## config.mk

```make
export PLATFORM = sky130hd
export DESIGN_NAME = vga_scan
export DESIGN_NICKNAME = d
export VERILOG_FILES = /design/src/rtl/vga_pkg.sv /design/src/rtl/vga_delay_line.sv /design/src/rtl/vga_scan.sv
export SDC_FILE = /design/constraint.sdc
export NUM_CORES = 1
export LEC_CHECK = 0
export ABC_CLOCK_PERIOD_IN_PS = 5230
export BUFFER_PORTS_ARGS = -buffer_cell sky130_fd_sc_hd__buf_2
export CAP_MARGIN = 25
export CORE_MARGIN = 2
export CORE_UTILIZATION = 30
export DETAILED_ROUTE_END_ITERATION = 10
export HOLD_SLACK_MARGIN = 0.1
export PLACE_DENSITY_LB_ADDON = 0.25
export SLEW_MARGIN = 25
export SYNTH_ARGS = -nofsm -noshare
export SYNTH_HDL_FRONTEND = slang
export SYNTH_SLANG_ARGS = --single-unit
```

## constraint.sdc

```tcl
create_clock -name pix_clk -period 5.23 [get_ports pix_clk]
set_clock_uncertainty 0.2 [all_clocks]
set_input_delay 0.2615 -clock pix_clk [delete_from_list [all_inputs] [get_ports pix_clk]]
set_output_delay 0.2615 -clock pix_clk [all_outputs]
set_load 0.05 [all_outputs]
```

## src/rtl/vga_pkg.sv

```systemverilog
// ---------------------------------------------------------------------------
// vga_pkg
// Shared definitions for the VGA scan-out path.
//   - Nominal 640x480@60 totals and NES source geometry.
//   - rgb9_t: packed {r,g,b}, 3 bits each, same layout as vga_fb rgb.
//   - h_region_t: scan region within a line or a frame.
//   - region_of(): maps a counter value to its region from the boundaries.
// ---------------------------------------------------------------------------
package vga_pkg;

  localparam int H_TOTAL = 800;
  localparam int V_TOTAL = 525;
  localparam int NES_W   = 256;
  localparam int NES_H   = 240;
  localparam int SCALE   = 2;

  typedef struct packed {
    logic [2:0] r;
    logic [2:0] g;
    logic [2:0] b;
  } rgb9_t;

  typedef enum logic [1:0] {
    ACTIVE,
    FP,
    SYNC,
    BP
  } h_region_t;

  // Boundaries are the first count of each region after ACTIVE.
  function automatic h_region_t region_of(input logic [9:0] cnt,
                                          input logic [9:0] fp_start,
                                          input logic [9:0] sync_start,
                                          input logic [9:0] bp_start);
    h_region_t reg_v;
    if (cnt < fp_start) begin
      reg_v = ACTIVE;
    end else if (cnt < sync_start) begin
      reg_v = FP;
    end else if (cnt < bp_start) begin
      reg_v = SYNC;
    end else begin
      reg_v = BP;
    end
    return reg_v;
  endfunction

endpackage

```

## src/rtl/vga_delay_line.sv

```systemverilog
// ---------------------------------------------------------------------------
// vga_delay_line
// Fixed-depth shift register used to align timing/control bits with the
// framebuffer read latency. All stages clear to zero on reset.
//   clk    in           clock
//   rst_n  in           async active-low reset
//   i_d    in  [WIDTH]  data entering stage 0
//   o_q    out [WIDTH]  data after DEPTH clocks (DEPTH must be >= 1)
// ---------------------------------------------------------------------------
module vga_delay_line #(
  parameter int WIDTH = 1,
  parameter int DEPTH = 1
) (
  input  logic             clk,
  input  logic             rst_n,
  input  logic [WIDTH-1:0] i_d,
  output logic [WIDTH-1:0] o_q
);

  for (genvar gi = 0; gi < DEPTH; gi++) begin : g_stage
    logic [WIDTH-1:0] r_q;
    if (gi == 0) begin : g_first
      always_ff @(posedge clk or negedge rst_n) begin
        if (!rst_n) begin
          r_q <= '0;
        end else begin
          r_q <= i_d;
        end
      end
    end else begin : g_rest
      always_ff @(posedge clk or negedge rst_n) begin
        if (!rst_n) begin
          r_q <= '0;
        end else begin
          r_q <= g_stage[gi-1].r_q;
        end
      end
    end
  end

  assign o_q = g_stage[DEPTH-1].r_q;

endmodule

```

## src/rtl/vga_scan.sv

```systemverilog
// ---------------------------------------------------------------------------
// vga_scan
// 640x480@60 VGA timing generator and read-side driver of the NES
// framebuffer. The 256x240 image is doubled to 512x480 and placed at
// h_cnt = X_OFFSET. Pointers go to vga_fb combinationally; the returned
// colour and the sync/window bits are aligned so every pin lags the
// counters by FB_LATENCY+1 clocks.
//
// Optional build macro: TEST_PATTERN_EN -- when defined, test_mode = 1
// replaces the picture with 8 vertical colour bars; when undefined,
// test_mode is ignored.
//
// Ports:
//   pix_clk      in       pixel clock
//   rst_n        in       async active-low reset
//   pix_ptr_x    out [8]  framebuffer column
//   pix_ptr_y    out [8]  framebuffer row
//   fb_rgb       in  [9]  {r,g,b} from vga_fb, FB_LATENCY after the pointer
//   test_mode    in       colour-bar select
//   vga_r/g/b    out [3]  colour pins, black outside the NES window
//   vga_hs/vs    out      syncs, active low
//   vblank       out      v_cnt >= V_ACTIVE, not delayed
//   frame_start  out      one-cycle pulse at (0,0), not delayed; suppressed
//                         at the (0,0) seen straight out of reset
// ---------------------------------------------------------------------------
module vga_scan
  import vga_pkg::*;
#(
  parameter int H_ACTIVE   = 640,
  parameter int H_FP       = 16,
  parameter int H_SYNC     = 96,
  parameter int H_BP       = 48,
  parameter int V_ACTIVE   = 480,
  parameter int V_FP       = 10,
  parameter int V_SYNC     = 2,
  parameter int V_BP       = 33,
  parameter int X_OFFSET   = 64,
  parameter int FB_LATENCY = 1
) (
  input  logic       pix_clk,
  input  logic       rst_n,
  output logic [7:0] pix_ptr_x,
  output logic [7:0] pix_ptr_y,
  input  logic [8:0] fb_rgb,
  input  logic       test_mode,
  output logic [2:0] vga_r,
  output logic [2:0] vga_g,
  output logic [2:0] vga_b,
  output logic       vga_hs,
  output logic       vga_vs,
  output logic       vblank,
  output logic       frame_start
);

  localparam int H_TOT = H_ACTIVE + H_FP + H_SYNC + H_BP;
  localparam int V_TOT = V_ACTIVE + V_FP + V_SYNC + V_BP;

  localparam logic [9:0] H_ACT_M1     = 10'(H_ACTIVE - 1);
  localparam logic [9:0] H_SYNC_M1    = 10'(H_ACTIVE + H_FP - 1);
  localparam logic [9:0] H_BP_M1      = 10'(H_ACTIVE + H_FP + H_SYNC - 1);
  localparam logic [9:0] H_LAST       = 10'(H_TOT - 1);
  localparam logic [9:0] V_LAST       = 10'(V_TOT - 1);
  localparam logic [9:0] V_FP_START   = 10'(V_ACTIVE);
  localparam logic [9:0] V_SYNC_START = 10'(V_ACTIVE + V_FP);
  localparam logic [9:0] V_BP_START   = 10'(V_ACTIVE + V_FP + V_SYNC);
  localparam logic [9:0] X_LO         = 10'(X_OFFSET);
  localparam logic [9:0] X_HI         = 10'(X_OFFSET + NES_W * SCALE);

  // ---------------------------------------------------------------- counters
  logic [9:0] r_h_cnt;
  logic [9:0] r_v_cnt;
  logic       r_wrapped;   // set once a full frame has elapsed since reset
  logic       w_h_last;
  logic       w_v_last;

  assign w_h_last = (r_h_cnt == H_LAST);
  assign w_v_last = (r_v_cnt == V_LAST);

  always_ff @(posedge pix_clk or negedge rst_n) begin
    if (!rst_n) begin
      r_h_cnt   <= '0;
      r_v_cnt   <= '0;
      r_wrapped <= 1'b0;
    end else if (w_h_last) begin
      r_h_cnt <= '0;
      if (w_v_last) begin
        r_v_cnt   <= '0;
        r_wrapped <= 1'b1;
      end else begin
        r_v_cnt <= r_v_cnt + 10'd1;
      end
    end else begin
      r_h_cnt <= r_h_cnt + 10'd1;
    end
  end

  // ------------------------------------------------- horizontal region FSM
  // The state always names the region of the current h_cnt, so it changes
  // on the edge where h_cnt enters the next region.
  h_region_t r_h_state;
  h_region_t w_h_state_next;

  always_ff @(posedge pix_clk or negedge rst_n) begin
    if (!rst_n) begin
      r_h_state <= ACTIVE;
    end else begin
      r_h_state <= w_h_state_next;
    end
  end

  always_comb begin
    w_h_state_next = r_h_state;
    case (r_h_state)
      ACTIVE:  if (r_h_cnt == H_ACT_M1)  w_h_state_next = FP;
      FP:      if (r_h_cnt == H_SYNC_M1) w_h_state_next = SYNC;
      SYNC:    if (r_h_cnt == H_BP_M1)   w_h_state_next = BP;
      BP:      if (w_h_last)             w_h_state_next = ACTIVE;
      default:                           w_h_state_next = ACTIVE;
    endcase
  end

  // ------------------------------------------------------ vertical decode
  h_region_t w_v_region;
  assign w_v_region = region_of(r_v_cnt, V_FP_START, V_SYNC_START, V_BP_START);

  assign vblank      = (w_v_region != ACTIVE);
  assign frame_start = r_wrapped && (r_h_cnt == '0) && (r_v_cnt == '0);

  // Syncs travel active-high so that cleared pipeline stages mean "idle".
  logic w_hs_act;
  logic w_vs_act;
  assign w_hs_act = (r_h_state == SYNC);
  assign w_vs_act = (w_v_region == SYNC);

  // ------------------------------------------------- window and pointers
  logic       w_win;
  logic [7:0] w_ptr_x;
  logic [7:0] w_ptr_y;

  assign w_win   = (r_h_cnt >= X_LO) && (r_h_cnt < X_HI) && (r_v_cnt < V_FP_START);
  assign w_ptr_x = w_win ? 8'((r_h_cnt - X_LO) >> 1) : 8'd0;
  assign w_ptr_y = w_win ? 8'(r_v_cnt >> 1) : 8'd0;

  assign pix_ptr_x = w_ptr_x;
  assign pix_ptr_y = w_ptr_y;

  // --------------------------------------------------- alignment pipeline
  logic w_win_d;
  logic w_hs_act_d;
  logic w_vs_act_d;

`ifdef TEST_PATTERN_EN
  localparam int PIPE_W = 6;
  logic [2:0] w_bar_d;
`else
  localparam int PIPE_W = 3;
`endif

  logic [PIPE_W-1:0] w_pipe_in;
  logic [PIPE_W-1:0] w_pipe_out;

`ifdef TEST_PATTERN_EN
  assign w_pipe_in = {w_ptr_x[7:5], w_win, w_vs_act, w_hs_act};
  assign {w_bar_d, w_win_d, w_vs_act_d, w_hs_act_d} = w_pipe_out;
`else
  assign w_pipe_in = {w_win, w_vs_act, w_hs_act};
  assign {w_win_d, w_vs_act_d, w_hs_act_d} = w_pipe_out;
`endif

  vga_delay_line #(
    .WIDTH (PIPE_W),
    .DEPTH (FB_LATENCY)
  ) u_align (
    .clk   (pix_clk),
    .rst_n (rst_n),
    .i_d   (w_pipe_in),
    .o_q   (w_pipe_out)
  );

  // ------------------------------------------------------ colour select
  rgb9_t w_fb;
  rgb9_t w_rgb_sel;
  assign w_fb = fb_rgb;

`ifdef TEST_PATTERN_EN
  always_comb begin
    w_rgb_sel = w_fb;
    if (test_mode) begin
      w_rgb_sel.r = {3{w_bar_d[2]}};
      w_rgb_sel.g = {3{w_bar_d[1]}};
      w_rgb_sel.b = {3{w_bar_d[0]}};
    end
  end
`else
  logic w_unused_test_mode;
  assign w_unused_test_mode = test_mode;
  assign w_rgb_sel = w_fb;
`endif

  // ------------------------------------------------------ output register
  // Gating on the delayed window keeps undefined fb data off the pins.
  rgb9_t r_rgb;
  logic  r_hs;
  logic  r_vs;

  always_ff @(posedge pix_clk or negedge rst_n) begin
    if (!rst_n) begin
      r_rgb <= '0;
      r_hs  <= 1'b1;
      r_vs  <= 1'b1;
    end else begin
      r_rgb <= w_win_d ? w_rgb_sel : '0;
      r_hs  <= ~w_hs_act_d;
      r_vs  <= ~w_vs_act_d;
    end
  end

  assign vga_r  = r_rgb.r;
  assign vga_g  = r_rgb.g;
  assign vga_b  = r_rgb.b;
  assign vga_hs = r_hs;
  assign vga_vs = r_vs;

endmodule

```

== After elaboration in Yosys (flattened, before gate mapping) ==
Index checks and enable logic that the tools add are counted.

* Memories kept: 0
* Output and inout bits: 29
* Memory bits (writable): 0
* Latch bits: 0
* Memory bits (read-only): 0
* Logic and storage cells: 56
* Register bits after elaboration: 37

* Order comparisons: 5
* Shift operators: 0
* Reductions and logical operators: 10
* Multipliers: 0
* Equality and inequality tests: 13
* Add/sub/neg operators: 3
* Multiplexer cells: 13
* Bitwise operators: 2
* Div/mod/pow operators: 0

{| class="wikitable"
|+ Operators with widths
! operator !! number
|-
| 10-bit equality test (second input constant) || 5
|-
| 10-bit by 9-bit less-than comparator with 1-bit output (second input constant) || 3
|-
| 10-bit by 1-bit adder with 10-bit output (second input constant) || 2
|-
| 10-bit zero test || 2
|-
| 10-bit two-way mux || 2
|-
| 8-bit two-way mux || 2
|-
| 2-bit two-way mux || 6
|-
| 10-bit by 7-bit >= comparator with 1-bit output (second input constant) || 1
|-
| 10-bit less-than comparator (second input constant) || 1
|-
| 9-bit two-way mux || 1
|-
| 9-bit by 7-bit subtractor with 9-bit output (second input constant) || 1
|-
| 2-bit case mux with 4 select lines || 1
|-
| 2-bit equality test (second input constant) || 3
|-
| 2-bit inequality test (second input constant) || 3
|-
| 1-bit logical AND || 4
|-
| 4-bit AND reduction || 1
|-
| 2-bit by 1-bit equality test with 1-bit output (second input constant) || 1
|-
| 2-bit zero test || 1
|-
| 2-bit by 1-bit inequality test with 1-bit output (second input constant) || 1
|-
| 1-bit inverter || 2
|-
| 2-bit AND reduction || 1
|-
| 2-bit nonzero test || 1
|-
| 1-bit two-way mux || 1
|}

== Depth between registers and ports, before layout ==
Gate-level depths: netlist (run 1).

* Depth after elaboration: 5
* Depth in mapped cells: 7
* Mapped depth without buffers: 6

== Cells and area by module ==
Synthesis (run 1) repeated with hierarchy kept, for this count alone.

* Cells, all modules: 185
* Area total of the unflattened synthesis: 1948.1 um^2

{| class="wikitable"
|+ By module, submodules not included
! module !! times used !! cells an instance !! area each (um^2)
|-
| vga_scan || 1 || 182 || 1873.0
|-
| vga_delay_line || 1 || 3 || 75.1
|}

== Worst setup path before layout (run 1) ==
Ideal clock, no wire load.

* Kind: reg2out
* Start: register r_v_cnt[5]
* End: output pix_ptr_x[7]
* Cell stages (with the launch flop): 5
* Arrival: 2524 ps
* Required time: 4768 ps
* Setup slack: 2244 ps
* Path through: dfrtp_1 -> nand4_1 -> nand2b_1 -> a211oi_2 -> a21boi_0

* Longest elaborated chain between the ends: 3

{| class="wikitable"
|+ RTL lines
! element !! RTL line !! text
|-
| start: declaration || vga_scan.sv:71 || <nowiki>logic [9:0] r_v_cnt;</nowiki>
|-
| start signal: assignment || vga_scan.sv:90 || <nowiki>r_v_cnt <= r_v_cnt + 10'd1;</nowiki>
|-
| 10-bit by 9-bit less-than comparator with 1-bit output || vga_scan.sv:140 || <nowiki>assign w_win = (r_h_cnt >= X_LO) && (r_h_cnt < X_HI) && (r_v_cnt < V_FP_START);</nowiki>
|-
| 1-bit logical AND || vga_scan.sv:140 ||
|-
| 8-bit two-way mux || vga_scan.sv:141 || <nowiki>assign w_ptr_x = w_win ? 8'((r_h_cnt - X_LO) >> 1) : 8'd0;</nowiki>
|-
| end: declaration || vga_scan.sv:42 || <nowiki>output logic [7:0] pix_ptr_x,</nowiki>
|}

No other way between the ends.

== Final worst setup path (run 1) ==
* Start: register r_h_cnt[6]
* End: output pix_ptr_x[7]

* Longest elaborated chain between the ends: 4
* Elaborated cells on any way between the ends: 6

{| class="wikitable"
|+ RTL lines
! element !! RTL line !! text
|-
| start: declaration || vga_scan.sv:70 || <nowiki>logic [9:0] r_h_cnt;</nowiki>
|-
| start signal: assignment || vga_scan.sv:93 || <nowiki>r_h_cnt <= r_h_cnt + 10'd1;</nowiki>
|-
| 10-bit by 7-bit >= comparator with 1-bit output or 10-bit less-than comparator (tied branches) || vga_scan.sv:140 ||
|-
| 1-bit logical AND (2 in a row) || vga_scan.sv:140 ||
|-
| 8-bit two-way mux (*) || vga_scan.sv:141 ||
|}

Mark *: on every way between the ends. The rest lies on a longest branch, timed or not.

==> results of run 1 <==
synthesized netlist by cell type (3+ instances only):
cell      instances
nand3_1           6
xnor2_1           7
nor3_1            4
inv_1            10
nand2b_1          3
o21ai_0           7
nand2_1          10
a21o_1            3
nand4_1           6
ha_1             14
xor2_1            4
nor2_1           10
nor2b_1           5
and3_1            5
and2_1           23
buf_6             3
dfrtp_1          35
path summary, 6_finish.rpt:
path	start	to	slack, ns	cells after the start
max reg2reg	r_h_cnt[6]$_DFF_PN0_	r_v_cnt[3]$_DFFE_PN0N_	2.63	7
min	u_align.o_q[0]$_DFF_PN0_	vga_hs$_DFF_PN1_	0.15	1
max in group asynchronous	rst_n	u_align.o_q[0]$_DFF_PN0_	3.89	2
max	r_h_cnt[6]$_DFF_PN0_	pix_ptr_x[7]	2.15	7
min reg2reg	u_align.o_q[0]$_DFF_PN0_	vga_hs$_DFF_PN1_	0.15	1
min in group asynchronous	rst_n	r_v_cnt[5]$_DFFE_PN0N_	0.41	2
repair_timing:
action                                  4_1_cts  5_1_grt
endpoints found under the hold margin        44        0
hold buffers                                 10        0
resized for setup                             0        0
endpoints found under the setup margin        0        0
cells by family (layout without fill, tap and decap cells):
| family | Yosys count | in the layout | synth area share |
|---|---|---|---|
| buffers and inverters | 17 | 68 | 0.0453 |
| xor gates and xnor gates | 11 | 11 | 0.0491 |
| DFF | 37 | 37 | 0.474 |
| AOI/OAI and AO/OA | 20 | 20 | 0.0772 |
| and+or+nand+nor | 85 | 85 | 0.255 |
| adders and majority gates | 14 | 14 | 0.0893 |
| muxes | 2 | 2 | 0.0108 |
final cells by class:
type,instances,area [um^2],area share
Clock inverter,2,37.5,0.0155
Sequential cell,37,928,0.382
Clock buffer,6,82.6,0.0340
Inverter,10,37.5,0.0155
Timing Repair Buffer,50,303,0.125
Tap cell,77,96.3,0.0397
Multi-Input combinational cell,132,943,0.388
stage by stage:
stage	worst slack [ns]	hold WS (ns)	std cells
6_report	2.15	0.147	314
5_1_grt	1.84	0.156	314
4_1_cts	2.08	0.145	314
3_5_place_dp	2.42	0.140	296
3_3_place_gp	2.42	0.141	296
2_1_floorplan	2.24	-0.234	186
flip-flops by register name, summed over array words and instances, names as in the netlist:
signal	cells
r_h_cnt	10
r_v_cnt	10
u_align.o_q	3
vga_b	3
vga_g	3
vga_r	3
r_h_state	2
r_wrapped	1
vga_hs	1
vga_vs	1
power by group:
| group | internal [mW] | switching (mW) |
|---|---|---|
| logic | 0.00739 | 0.00704 |
| clock network | 0.155 | 0.103 |
| registers | 0.286 | 0 |
critical path, delay by kind of cell, from the launching register on:
kind	cells	cell delay [ns]
and+or+nand+nor	1	0.15
DFF	1	0.39
adders and majority gates	1	0.23
buffers and inverters	2	0.42
AOI/OAI and AO/OA	3	1.14
layer usage:
metal / routed length [um] / vias up / track usage
li1: - / 732 / -
met4: 57 / 0 / 0.0433
met3: 265 / 5 / 0.0350
met2: 1720 / 47 / 0.175
met1: 2070 / 681 / 0.168
met5: 0 / - / 0
==> results by group, run 1 <==
Timing
  • Crit share post-route: 0.590
  • RSZ-0062 raised after global routing: no
  • # setup viols final: 0
  • Post-route setup TNS: 0 ns
  • Fin. Hold Viols: 0
  • Slew headroom: 0.376
  • Period minus WS final: 3.08 ns
  • Actual slew at the worst max-slew pin: approximately 0.93 ns
  • Fmax: 0.324 GHz
  • Slew Viols, Final: 0

Route
  • Wire per inst: approximately 13 um
  • Vias per cell: ~4.7
  • DR DRC count: 0
  • ANT nets after route: 0
  • Total wire length: between 4000 and 5000 um
  • Via count: 1,465
  • Initial DRC count: 60
  • First-pass DRT Iterations: 4

Power
  • Leakage: 1.21 nW
  • VDD IR max: around 0.13 mV
  • Total power: between 0.5 and 0.6 mW
  • Pwr/cell area: 230 mW/mm^2

Setup path
  • CP Max Fanout: 17
  • Worst setup SP type: register
  • Crit Path Class: register to output port
  • CP peak stage delay: around 0.8 ns
  • Crit-path slowest cell: a211oi_2
  • Critical path arrival: 2.62 ns
  • CP required: around 4.8 ns
  • Crit end category: output port
  • Cell breakdown of the critical path: inv_1, ha_1, nand2b_1, a311oi_1, a211oi_2, a21boi_0, buf_2

Placement
  • GP Congestion: 0.798
  • Placed cell areas: roughly 0.0022 mm^2
  • Detailed-placement wirelength estimate: approximately 2800 um
  • PortBufs: 39

Flow run
  • Max_cap viols: 0

Floorplanning
  • Num rows: 29
  • Initial core utilization: 0.309
  • Die area: just over 0.007 mm^2
  • Io pins: between 40 and 50
  • Core area: about 0.0063 mm^2
  • Die span in x: 84.8 um
  • Die extent in y: approximately 85 um

Clock network
  • CTS Root Cell: clkbuf_8
  • CTS tree: yes
  • Num CTS Buffers: 5
  • H-tree levels: 2
  • CTS sink cnt: 37
  • Setup bufs post-CTS: 0
  • Clock Path Buffers: 2
  • Reg clk slew, reported paths: 0.07 ns
  • Clk Latency, worst-skew pair: 0.29 ns

Outcome
  • Status: completed

Global route
  • Largest net degree at the start of global routing: 38
  • Initial antenna violation count: 0
  • Global route total overflow: 0
  • Gr usage total: 0.119
  • First-pass GRT wire length: roughly 6900 um
  • Vias in the first global route: roughly 1.4k

Yosys
  • Area leader, netlist: dfrtp_1
  • Synth top area cells: dfrtp_1 45%, ha_1 8.9%, and2_1 7.3%
  • Post-synth ARST share: 1.00
  • Seq/Total Area, Yosys: 0.474
  • Synthesis-stage register bit count: 37
  • Syn nets: between 200 and 250
  • Synth Instances: between 150 and 200
  • Area of the mapped netlist: roughly 0.0020 mm^2
  • Synth top area share: 0.447
  • EDFF count, synth: 0
  • Dominant synthesized flop cell: dfrtp_1
  • Synth cell types: 41
  • Yosys warnings: 0
  • Syn_area_per_cell: about 11 um^2

Finish
  • Antenna Diode Count: 0
  • Most frequent cells in the layout: 39 x buf_2, 35 x dfrtp_1, 23 x and2_1
  • Layout net count: between 200 and 300
  • Area delta synth->final: 23.9%
  • Final instance area: approximately 0.0024 mm^2
  • Layout cells sized above 1: 0.232
  • Fillers: 640
  • Commonest non-fill, non-tap cell in the layout: buf_2
  • Final core occ: 0.382

Worst hold path
  • Worst hold path type: register to register
(Power assumes the default switching activity.)
==> run 2, diff against run 1 <==
Settings changed: ABC_CLOCK_PERIOD_IN_PS 5230 to 3000.
Clock period 5.23 ns to 3 ns, I/O delays scaled along.
==> results by group, run 2 (same netlist as run 1, synthesis figures left out) <==
Outcome
  • Status: completed

Finish
  • Register Area: 928 um^2 (unchanged)
  • Most frequent cells in the layout: 39 x buf_2, 35 x dfrtp_1, 23 x and2_1
  • Fillers: 638 (-0.31%)
  • Largest regs: r_h_cnt x10, r_v_cnt x10
  • Area delta synth->final: 24.4%
  • Layout cells sized above 1: 0.234 (+0.00224)
  • Antenna Diode Count: 0 (unchanged)
  • Layout net count: 264 (+0.76%)
  • Commonest non-fill, non-tap cell in the layout: buf_2
  • Area of the multi-input gates: 943 um^2 (unchanged)

Floorplanning
  • Io pins: 41 (unchanged)
  • Core area: 0.00635 mm^2 (unchanged)
  • Die span in x: 84.8 um (unchanged)
  • Initial core utilization: 0.309 (unchanged)
  • Die extent in y: 84.8 um (unchanged)
  • Num rows: 29 (unchanged)
  • Die area: 0.00720 mm^2 (unchanged)

Route
  • Via count: 1,461 (-0.27%)
  • Vias per cell: 4.62 (-0.90%)
  • Total wire length: 4110 um (about the same)
  • ANT nets after route: 0 (unchanged)
  • DR DRC count: 0 (unchanged)
  • First-pass DRT Iterations: 4 (unchanged)
  • Initial DRC count: 52 (-13%)
  • Wire per inst: 13.0 um (-0.68%)

Clock network
  • H-tree levels: 2 (unchanged)
  • Reg clk slew, reported paths: 0.07 ns (about the same)
  • CTS Root Cell: clkbuf_8
  • CTS sink cnt: 37 (unchanged)
  • CTS tree: yes
  • Clock Path Buffers: 2 (unchanged)
  • Setup bufs post-CTS: 0 (unchanged)
  • Num CTS Buffers: 5 (unchanged)
  • CTS resizes: 0 (unchanged)
  • Clk Latency, worst-skew pair: 0.29 ns (about the same)

Worst hold path
  • Worst hold path type: register to register

Timing
  • Fin. Hold Viols: 0 (unchanged)
  • Crit share post-route: 0.881
  • Slew headroom: 0.454 (+0.0784)
  • RSZ-0062 raised after global routing: no
  • Actual slew at the worst max-slew pin: 0.819 ns (-0.116 ns)
  • Post-route setup TNS: 0 ns (unchanged)
  • Fmax: about 0.38 GHz
  • Slew Viols, Final: 0 (unchanged)
  • Hold slack: 0.157 ns (+0.0103 ns)
  • Period minus WS final: about 2.6 ns
  • # setup viols final: 0 (unchanged)

Global route
  • Initial antenna violation count: 0 (unchanged)
  • Largest net degree at the start of global routing: 38 (unchanged)
  • Gr usage total: 0.123 (+0.00351)
  • First-pass GRT wire length: 7020 um (+2.4%)
  • Vias in the first global route: 1,429 (+1.3%)
  • Global route total overflow: 0 (unchanged)

Setup path
  • Critical path arrival: 2.29 ns (-0.33 ns)
  • Cell breakdown of the critical path: nor4_2, a311oi_1, a211oi_2, buf_4, and2_1, buf_2
  • Crit Path Class: register to output port
  • CP Max Fanout: 12 (-5)
  • Crit-path slowest cell: dfrtp_1
  • CP peak stage delay: 0.46 ns (-0.34 ns)
  • CP required: 2.65 ns (-2.12 ns)
  • Worst setup SP type: register
  • Crit end category: output port

Flow run
  • Max_cap viols: 0 (unchanged)

Power
  • Pwr/cell area: 398 mW/mm^2 (+73%)
  • Leakage: 1.22 nW (+0.99%)
  • VDD IR max: 0.251 mV (+96%)

Placement
  • PortBufs: 39 (unchanged)
  • Detailed-placement wirelength estimate: 2850 um (+0.50%)
  • GP Congestion: 0.806 (+1.1%)
## run 2: routing by layer
layer | share of wire | wire (um) | GRT usage
met5 | 0 | 0 | 0
met3 | 0.063 | 258 | 0.0370
met1 | 0.52 | 2130 | 0.174
met4 | 0.010 | 42 | 0.0476
met2 | 0.41 | 1690 | 0.176
## run 2: layout make-up
type / count / area share
timing repair buffer: 52 / 0.130
multi-input combinational: 132 / 0.387
sequential: 37 / 0.381
inverter: 10 / 0.0154
clock inverter: 1 / 0.0123
clock buffer: 7 / 0.0354
tap: 77 / 0.0395
## run 2: final timing paths
path,to,cells after the start,slack [ns],start
worst max-delay path,pix_ptr_y[4],6,0.36,r_h_cnt[3]$_DFF_PN0_
worst min-delay path,vga_hs$_DFF_PN1_,1,0.16,u_align.o_q[0]$_DFF_PN0_
worst max register to register,r_v_cnt[4]$_DFFE_PN0N_,7,0.78,r_h_cnt[6]$_DFF_PN0_
worst min register to register,vga_hs$_DFF_PN1_,1,0.16,u_align.o_q[0]$_DFF_PN0_
max in group asynchronous,r_h_cnt[4]$_DFF_PN0_,2,1.78,rst_n
min in group asynchronous,r_v_cnt[4]$_DFFE_PN0N_,2,0.29,rst_n
## run 2: per-stage QoR
step | util | total power [mW] | cells | instance area (um^2) | setup WS (ns)
3_5_place_dp | 0.350 | 0.525 | 298 | 2220 | 0.659
3_3_place_gp | 0.350 | 0.525 | 298 | 2220 | 0.661
4_1_cts | 0.384 | 0.986 | 316 | 2440 | 0.316
6_report | 0.384 | 0.971 | 316 | 2440 | 0.358
5_1_grt | 0.384 | 1.01 | 316 | 2440 | 0.129
2_1_floorplan | - | 0.508 | 186 | 1960 | 0.126
## run 2: report_power, final
group	total (mW)	internal [mW]	switching (mW)	leakage [nW]
clock network	0.447	0.271	0.176	0.0585
logic	0.0252	0.0129	0.0123	0.665
registers	0.499	0.499	0	0.496
total	0.971	0.783	0.189	1.22
## run 2: critical path, delay by kind of cell, from the launching register on
family | cells | cell delay [ns]
and+or+nand+nor | 2 | 0.50
buffers and inverters | 2 | 0.51
DFF | 1 | 0.46
AOI/OAI and AO/OA | 2 | 0.54
## run 2: what timing repair did
item	in CTS	in global routing
hold buffers	10	0
setup endpoints to repair	0	0
hold endpoints to repair	44	0
